`src/rtl/piso_stream_if.sv`:
```
//------------------------------------------------------------------------------
// piso_stream_if : vector-in / beat-out handshake bundle for piso_stream
// Revision: 1.0
//------------------------------------------------------------------------------
`default_nettype none

interface piso_stream_if #(
    parameter int WIDTH    = 8,
    parameter int NUM_TAPS = 4,
    parameter int LANES    = 1
);
    logic                      IN_VALID;
    logic                      IN_READY;
    logic [WIDTH*NUM_TAPS-1:0] DATA_IN;
    logic                      OUT_VALID;
    logic                      OUT_READY;
    logic [WIDTH*LANES-1:0]    DATA_OUT;
    logic                      OUT_LAST;
    logic                      BUSY;

    // Streamer side
    modport slave (
        input  IN_VALID,
        input  DATA_IN,
        input  OUT_READY,
        output IN_READY,
        output OUT_VALID,
        output DATA_OUT,
        output OUT_LAST,
        output BUSY
    );

    // Producer/consumer side
    modport master (
        output IN_VALID,
        output DATA_IN,
        output OUT_READY,
        input  IN_READY,
        input  OUT_VALID,
        input  DATA_OUT,
        input  OUT_LAST,
        input  BUSY
    );
endinterface

`default_nettype wire

```
`src/rtl/piso_stream.sv`:
```
//------------------------------------------------------------------------------
// piso_stream : flow-controlled parallel-in/serial-out streamer, highest tap first.
// Optional holding buffer for bubble-free back-to-back vectors: PISO_DBUF_EN.
// Revision: 1.0
//------------------------------------------------------------------------------
`default_nettype none

module piso_stream #(
    parameter int WIDTH    = 8,
    parameter int NUM_TAPS = 4,
    parameter int LANES    = 1
) (
    input  wire logic     CLKEXT,
    input  wire logic     CLR,
    piso_stream_if.slave  bus
);

    localparam int BEATS = NUM_TAPS / LANES;
    localparam int CW    = (BEATS > 1) ? $clog2(BEATS) : 1;
    localparam int TOTW  = WIDTH * NUM_TAPS;
    localparam int BEATW = WIDTH * LANES;
    localparam logic [CW-1:0] C_LAST = CW'(BEATS - 1);

    generate
        if ((NUM_TAPS < 1) || (LANES < 1) || ((NUM_TAPS % LANES) != 0)) begin : g_cfg_check
            $error("piso_stream: NUM_TAPS must be >=1 and a multiple of LANES");
        end
    endgenerate

    typedef enum logic [0:0] {
        ST_IDLE  = 1'b0,
        ST_SHIFT = 1'b1
    } state_t;

    state_t          state_q, state_d;
    logic [TOTW-1:0] shift_q, shift_d;
    logic [CW-1:0]   cnt_q,   cnt_d;
    logic            last_q,  last_d;
    logic            busy_q,  busy_d;

    logic w_in_ready;
    logic w_in_xfer;
    logic w_out_xfer;
    logic w_last_xfer;

`ifdef PISO_DBUF_EN
    logic [TOTW-1:0] buf_q, buf_d;
    logic            full_q, full_d;

    assign w_in_ready = !full_q && !CLR;
`else
    assign w_in_ready = (state_q == ST_IDLE) && !CLR;
`endif

    assign w_in_xfer   = bus.IN_VALID && w_in_ready;
    assign w_out_xfer  = (state_q == ST_SHIFT) && bus.OUT_READY;
    assign w_last_xfer = w_out_xfer && (cnt_q == C_LAST);

    always_comb begin
        state_d = state_q;
        shift_d = shift_q;
        cnt_d   = cnt_q;
`ifdef PISO_DBUF_EN
        buf_d   = buf_q;
        full_d  = full_q;
`endif
        case (state_q)
            ST_IDLE: begin
                if (w_in_xfer) begin
                    shift_d = bus.DATA_IN;
                    cnt_d   = '0;
                    state_d = ST_SHIFT;
                end
            end
            ST_SHIFT: begin
                if (w_out_xfer && (cnt_q != C_LAST)) begin
                    shift_d = shift_q << BEATW;
                    cnt_d   = cnt_q + 1'b1;
                end else if (w_last_xfer) begin
`ifdef PISO_DBUF_EN
                    if (full_q) begin
                        shift_d = buf_q;
                        full_d  = 1'b0;
                        cnt_d   = '0;
                    end else if (w_in_xfer) begin
                        shift_d = bus.DATA_IN;
                        cnt_d   = '0;
                    end else begin
                        state_d = ST_IDLE;
                    end
`else
                    state_d = ST_IDLE;
`endif
                end
`ifdef PISO_DBUF_EN
                // A vector arriving alongside the final beat with an empty buffer went straight to the shifter
                if (w_in_xfer && !(w_last_xfer && !full_q)) begin
                    buf_d  = bus.DATA_IN;
                    full_d = 1'b1;
                end
`endif
            end
            default: state_d = ST_IDLE;
        endcase

        last_d = (state_d == ST_SHIFT) && (cnt_d == C_LAST);
`ifdef PISO_DBUF_EN
        busy_d = (state_d == ST_SHIFT) || full_d;
`else
        busy_d = (state_d == ST_SHIFT);
`endif
    end

    always_ff @(posedge CLKEXT) begin
        if (CLR) begin
            state_q <= ST_IDLE;
            shift_q <= '0;
            cnt_q   <= '0;
            last_q  <= 1'b0;
            busy_q  <= 1'b0;
`ifdef PISO_DBUF_EN
            buf_q   <= '0;
            full_q  <= 1'b0;
`endif
        end else begin
            state_q <= state_d;
            shift_q <= shift_d;
            cnt_q   <= cnt_d;
            last_q  <= last_d;
            busy_q  <= busy_d;
`ifdef PISO_DBUF_EN
            buf_q   <= buf_d;
            full_q  <= full_d;
`endif
        end
    end

    assign bus.IN_READY  = w_in_ready;
    assign bus.OUT_VALID = (state_q == ST_SHIFT);
    assign bus.DATA_OUT  = shift_q[TOTW-1 -: BEATW];
    assign bus.OUT_LAST  = last_q;
    assign bus.BUSY      = busy_q;

endmodule

`default_nettype wire
```
`src/flat_wrapper.sv`:
```
// flat-port wrapper written by rule: the top's interface ports become plain ports
module piso_stream_flat 
#(
    parameter int WIDTH    = 8,
    parameter int NUM_TAPS = 4,
    parameter int LANES    = 1
)
  (CLKEXT, CLR, bus_IN_VALID, bus_DATA_IN, bus_OUT_READY, bus_IN_READY, bus_OUT_VALID, bus_DATA_OUT, bus_OUT_LAST, bus_BUSY);
  piso_stream_if #(.WIDTH(WIDTH), .NUM_TAPS(NUM_TAPS), .LANES(LANES)) bus_i ();
  input  wire logic CLKEXT;
  input  wire logic CLR;
  input wire logic [$bits(bus_i.IN_VALID)-1:0] bus_IN_VALID;
  input wire logic [$bits(bus_i.DATA_IN)-1:0] bus_DATA_IN;
  input wire logic [$bits(bus_i.OUT_READY)-1:0] bus_OUT_READY;
  output wire logic [$bits(bus_i.IN_READY)-1:0] bus_IN_READY;
  output wire logic [$bits(bus_i.OUT_VALID)-1:0] bus_OUT_VALID;
  output wire logic [$bits(bus_i.DATA_OUT)-1:0] bus_DATA_OUT;
  output wire logic [$bits(bus_i.OUT_LAST)-1:0] bus_OUT_LAST;
  output wire logic [$bits(bus_i.BUSY)-1:0] bus_BUSY;
  assign bus_i.IN_VALID = bus_IN_VALID;
  assign bus_i.DATA_IN = bus_DATA_IN;
  assign bus_i.OUT_READY = bus_OUT_READY;
  assign bus_IN_READY = bus_i.IN_READY;
  assign bus_OUT_VALID = bus_i.OUT_VALID;
  assign bus_DATA_OUT = bus_i.DATA_OUT;
  assign bus_OUT_LAST = bus_i.OUT_LAST;
  assign bus_BUSY = bus_i.BUSY;
  piso_stream #(.WIDTH(WIDTH), .NUM_TAPS(NUM_TAPS), .LANES(LANES)) u_core (.CLKEXT(CLKEXT), .CLR(CLR), .bus(bus_i));
endmodule
```
`config.mk`:
```
export PLATFORM = sky130hd
export DESIGN_NAME = piso_stream_flat
export DESIGN_NICKNAME = d
export VERILOG_FILES = /design/src/rtl/piso_stream_if.sv /design/src/rtl/piso_stream.sv /design/src/flat_wrapper.sv
export SDC_FILE = /design/constraint.sdc
export NUM_CORES = 1
export LEC_CHECK = 0
export BUFFER_PORTS_ARGS = -buffer_cell sky130_fd_sc_hd__buf_2
export CORE_MARGIN = 2
export CORE_UTILIZATION = 52
export DETAILED_ROUTE_END_ITERATION = 7
export HOLD_SLACK_MARGIN = 0.15
export PLACE_DENSITY = 0.88
export SKIP_LAST_GASP = 1
export SYNTH_ARGS = -nofsm -noshare
export SYNTH_HDL_FRONTEND = slang
export SYNTH_SLANG_ARGS = --single-unit
export TNS_END_PERCENT = 20
```
`constraint.sdc`:
```
create_clock -name CLKEXT -period 1.7 [get_ports CLKEXT]
set_input_delay 0.17 -clock CLKEXT [delete_from_list [all_inputs] [get_ports CLKEXT]]
set_output_delay 0.17 -clock CLKEXT [all_outputs]
set_load 0.01 [all_outputs]
```
==> metrics <==
post-synthesis xor/xnor area fraction 0%; hpwl dp around 2500 µm; area leader, netlist dfxtp_1; Logic pwr share between 20% and 30%; WL/cell between 10 and 15 µm; Final Hold Vio Count 0; WHS Endpoint u_core.shift_q[10]; ANT cells 0; placed cell count 253; PostCTS Resize Cnt 0; RePlAce Congestion 0.839; H-Tree Depth 2; Synth Area in Compound Gates between 30 and 40%; io pins 48; Pleak about 0.89 nW; crit path kind flip-flop to flip-flop; Max Fclk between 600 and 700 MHz; Avg Inst Size Synth between 9 and 10 µm²; Area growth, synth to finish 29.1%; Worst setup SP type flip-flop; crit end category flip-flop; Post-Synth Adder-Cell Area less than 1%; ys flop type dfxtp_1; post-route insts no fill about 290; 1st-iter DRT viols 88; Congestion Overflow GR 0; Worst Hold Depth 3; Synth Cell Area roughly 0.0018 mm²; Reg2Reg Setup Slack 0.11 ns; P_sw about 0.00052 W; Rows 21; Setup TNS 0 ns; FF-to-FF path depth 5; Slew HR between 70 and 80%; max-cap viol count 0; fraction of final layout cells sized beyond drive strength 1 between 40% and 50%; die area roughly 0.0040 mm²; HP Start bus_DATA_IN[10]; worst hold path type input port to flip-flop; Filler Cells Inserted between 200 and 300; Max Slew Vio Count 0; period utilization ~94%; CP required a little under 2 ns; GR Util All Layers approximately 23%; clock-pin slew on the worst setup and hold paths ~0.11 ns; syn nets approximately 220; simple-gate share of the synthesized area about 16%; Remaining DRCs 0; synth warn 0; mux cell area share after synthesis less than 1%; drt first pass iters 4; drt via density around 5.4; first-pass GRT wire length around 7000 µm; Root Buffer clkbuf_4; clk_skew around 0.0087 ns; nets 282; PnR worst setup slack between 0.1 and 0.15 ns; largest family of logic cells by synthesized area compound AO/OA/AOI/OAI gates; register area share after synthesis approximately 40%; status complete, no violations; clock latency on the worst-skew pair 0.35 ns; Pwr Density roughly 830 mW/mm²; Starting Density between 50% and 60%; reg2reg end u_core.shift_q[10]; FFs w/ async S/R, synth 0%; chip height roughly 63 µm; die width roughly 63 µm; core area 0.00334 mm²; pre-CTS setup slack about 0.14 ns; # clock sinks 36; Post-synth EDFFs 0; Final ANT Viol Nets 0; cell count after synthesis between 150 and 200; Synth area leaders dfxtp_1 (40%), a22oi_2 (14%), a21oi_2 (9.7%); worst hold slack between 0.15 and 0.2 ns; arrival time at the worst endpoint 1.87 ns; Slew @ Worst Pin 0.424 ns; initial antenna violation count 0; flops & latches, synth 36; Crit. Startpoint u_core.cnt_q[0]; port bufs between 40 and 50; CP Max Fanout 24; RSZ-0062 raised after global routing no; Clock Path Buffers 2; internal power about 0.0014 W; Distinct cells, synth 27; Peak supply drop approximately 0.58 mV; final wirelength roughly 4300 µm; largest net degree at the start of global routing 33; vias in the first global route roughly 1.6k; Seq pwr share approximately half; fin crit period between 1.5 and 2 ns; sw frac a little over a quarter; endpoints failing setup 0; r2r startpoint u_core.cnt_q[0]; Clk pwr share 31.1%; Post-synth top cells dfxtp_1 (36), nand3_1 (33), a21oi_2 (20), a22oi_2 (20), a21oi_1 (14); Synth top area share approximately two fifths; total number of vias roughly 1.6k; CTS tree done; count leader, synth dfxtp_1; CTS Buf Count 5
[timing repair]
action / CTS / global route
hold buffers: 31 / 0
hold endpoints to repair: 31 / 0
buffers inserted: 0 / 0
[cells in the final DEF (no fill, tap or decap), types with 2 or more instances in the layout]
cell type,n
nand3_1,33
nor2_1,2
a22oi_2,20
a21oi_1,14
nand2_1,9
buf_2,47
dfxtp_1,36
clkbuf_4,5
a21oi_2,20
inv_1,2
a31oi_1,2
dlygate4sd3_1,31
buf_4,5
a22oi_1,4
[state kept, by name, indices dropped and copies added, names as in the netlist]
register,flops
u_core.cnt_q,2
u_core.bus.OUT_VALID,1
u_core.bus.OUT_LAST,1
u_core.shift_q,32
[critical path, cell delays in order, from the launching register on]
cell and delay [ns]:
dfxtp_1 0.37, ha_1 0.26, and3b_1 0.23, buf_4 0.34, a22oi_1 0.14, a21oi_1 0.16
[area by class of cell]
cell class / instances / area, µm² / share of cell area, %
timing repair buffer: 84 / 603 / 25.9
inverter: 2 / 7.51 / 0.323
multi-input combinational: 116 / 862 / 37.0
tap: 46 / 57.6 / 2.47
sequential: 36 / 721 / 31.0
clock inverter: 2 / 35.0 / 1.51
clock buffer: 6 / 41.3 / 1.77
[worst max path at each step]
| stage | end | depth (start not counted) |
|---|---|---|
| after detailed placement | u_core.shift_q[10] | 5 |
| final | u_core.shift_q[10] | 5 |
| after CTS | u_core.shift_q[10] | 5 |
| after global routing | u_core.shift_q[9] | 5 |
| after global placement | u_core.shift_q[11] | 5 |
| after floorplan | u_core.shift_q[14] | 6 |
[power by group through the flow]
stage	sequential, W	combinational [W]	clock (W)
final	0.000936	0.000387	0.000597
after global routing	0.000943	0.000418	0.000635
after CTS	0.000934	0.000380	0.000596
after detailed placement	0.000954	0.000325	0
after global placement	0.000951	0.000317	0
after floorplan	0.000947	0.000268	0
[layer usage]
layer,wire [µm],global-route usage (%)
met1,1810,26.3
met5,0,0
met2,2190,40.0
met3,155,5.05
met4,140,10.6
[through the flow]
step           instance area (µm²)  utilization [%]  total power, W
5_1_grt                       2330             69.7         0.00200
2_1_floorplan                 1800                -         0.00121
4_1_cts                       2330             69.7         0.00191
6_report                      2330             69.7         0.00192
3_3_place_gp                  1940             58.2         0.00127
3_5_place_dp                  1940             58.2         0.00128
[cells by family (layout without fill, tap and decap cells)]
family                   after synthesis  after routing
multiplexers                           1              1
buffers and inverters                 29             94
flip-flops                            36             36
adder cells (fa/ha/maj)                1              1
AO/OA/AOI/OAI                         61             61
AND/OR/NAND/NOR                       53             53
Power figures use the tool's default switching activity.
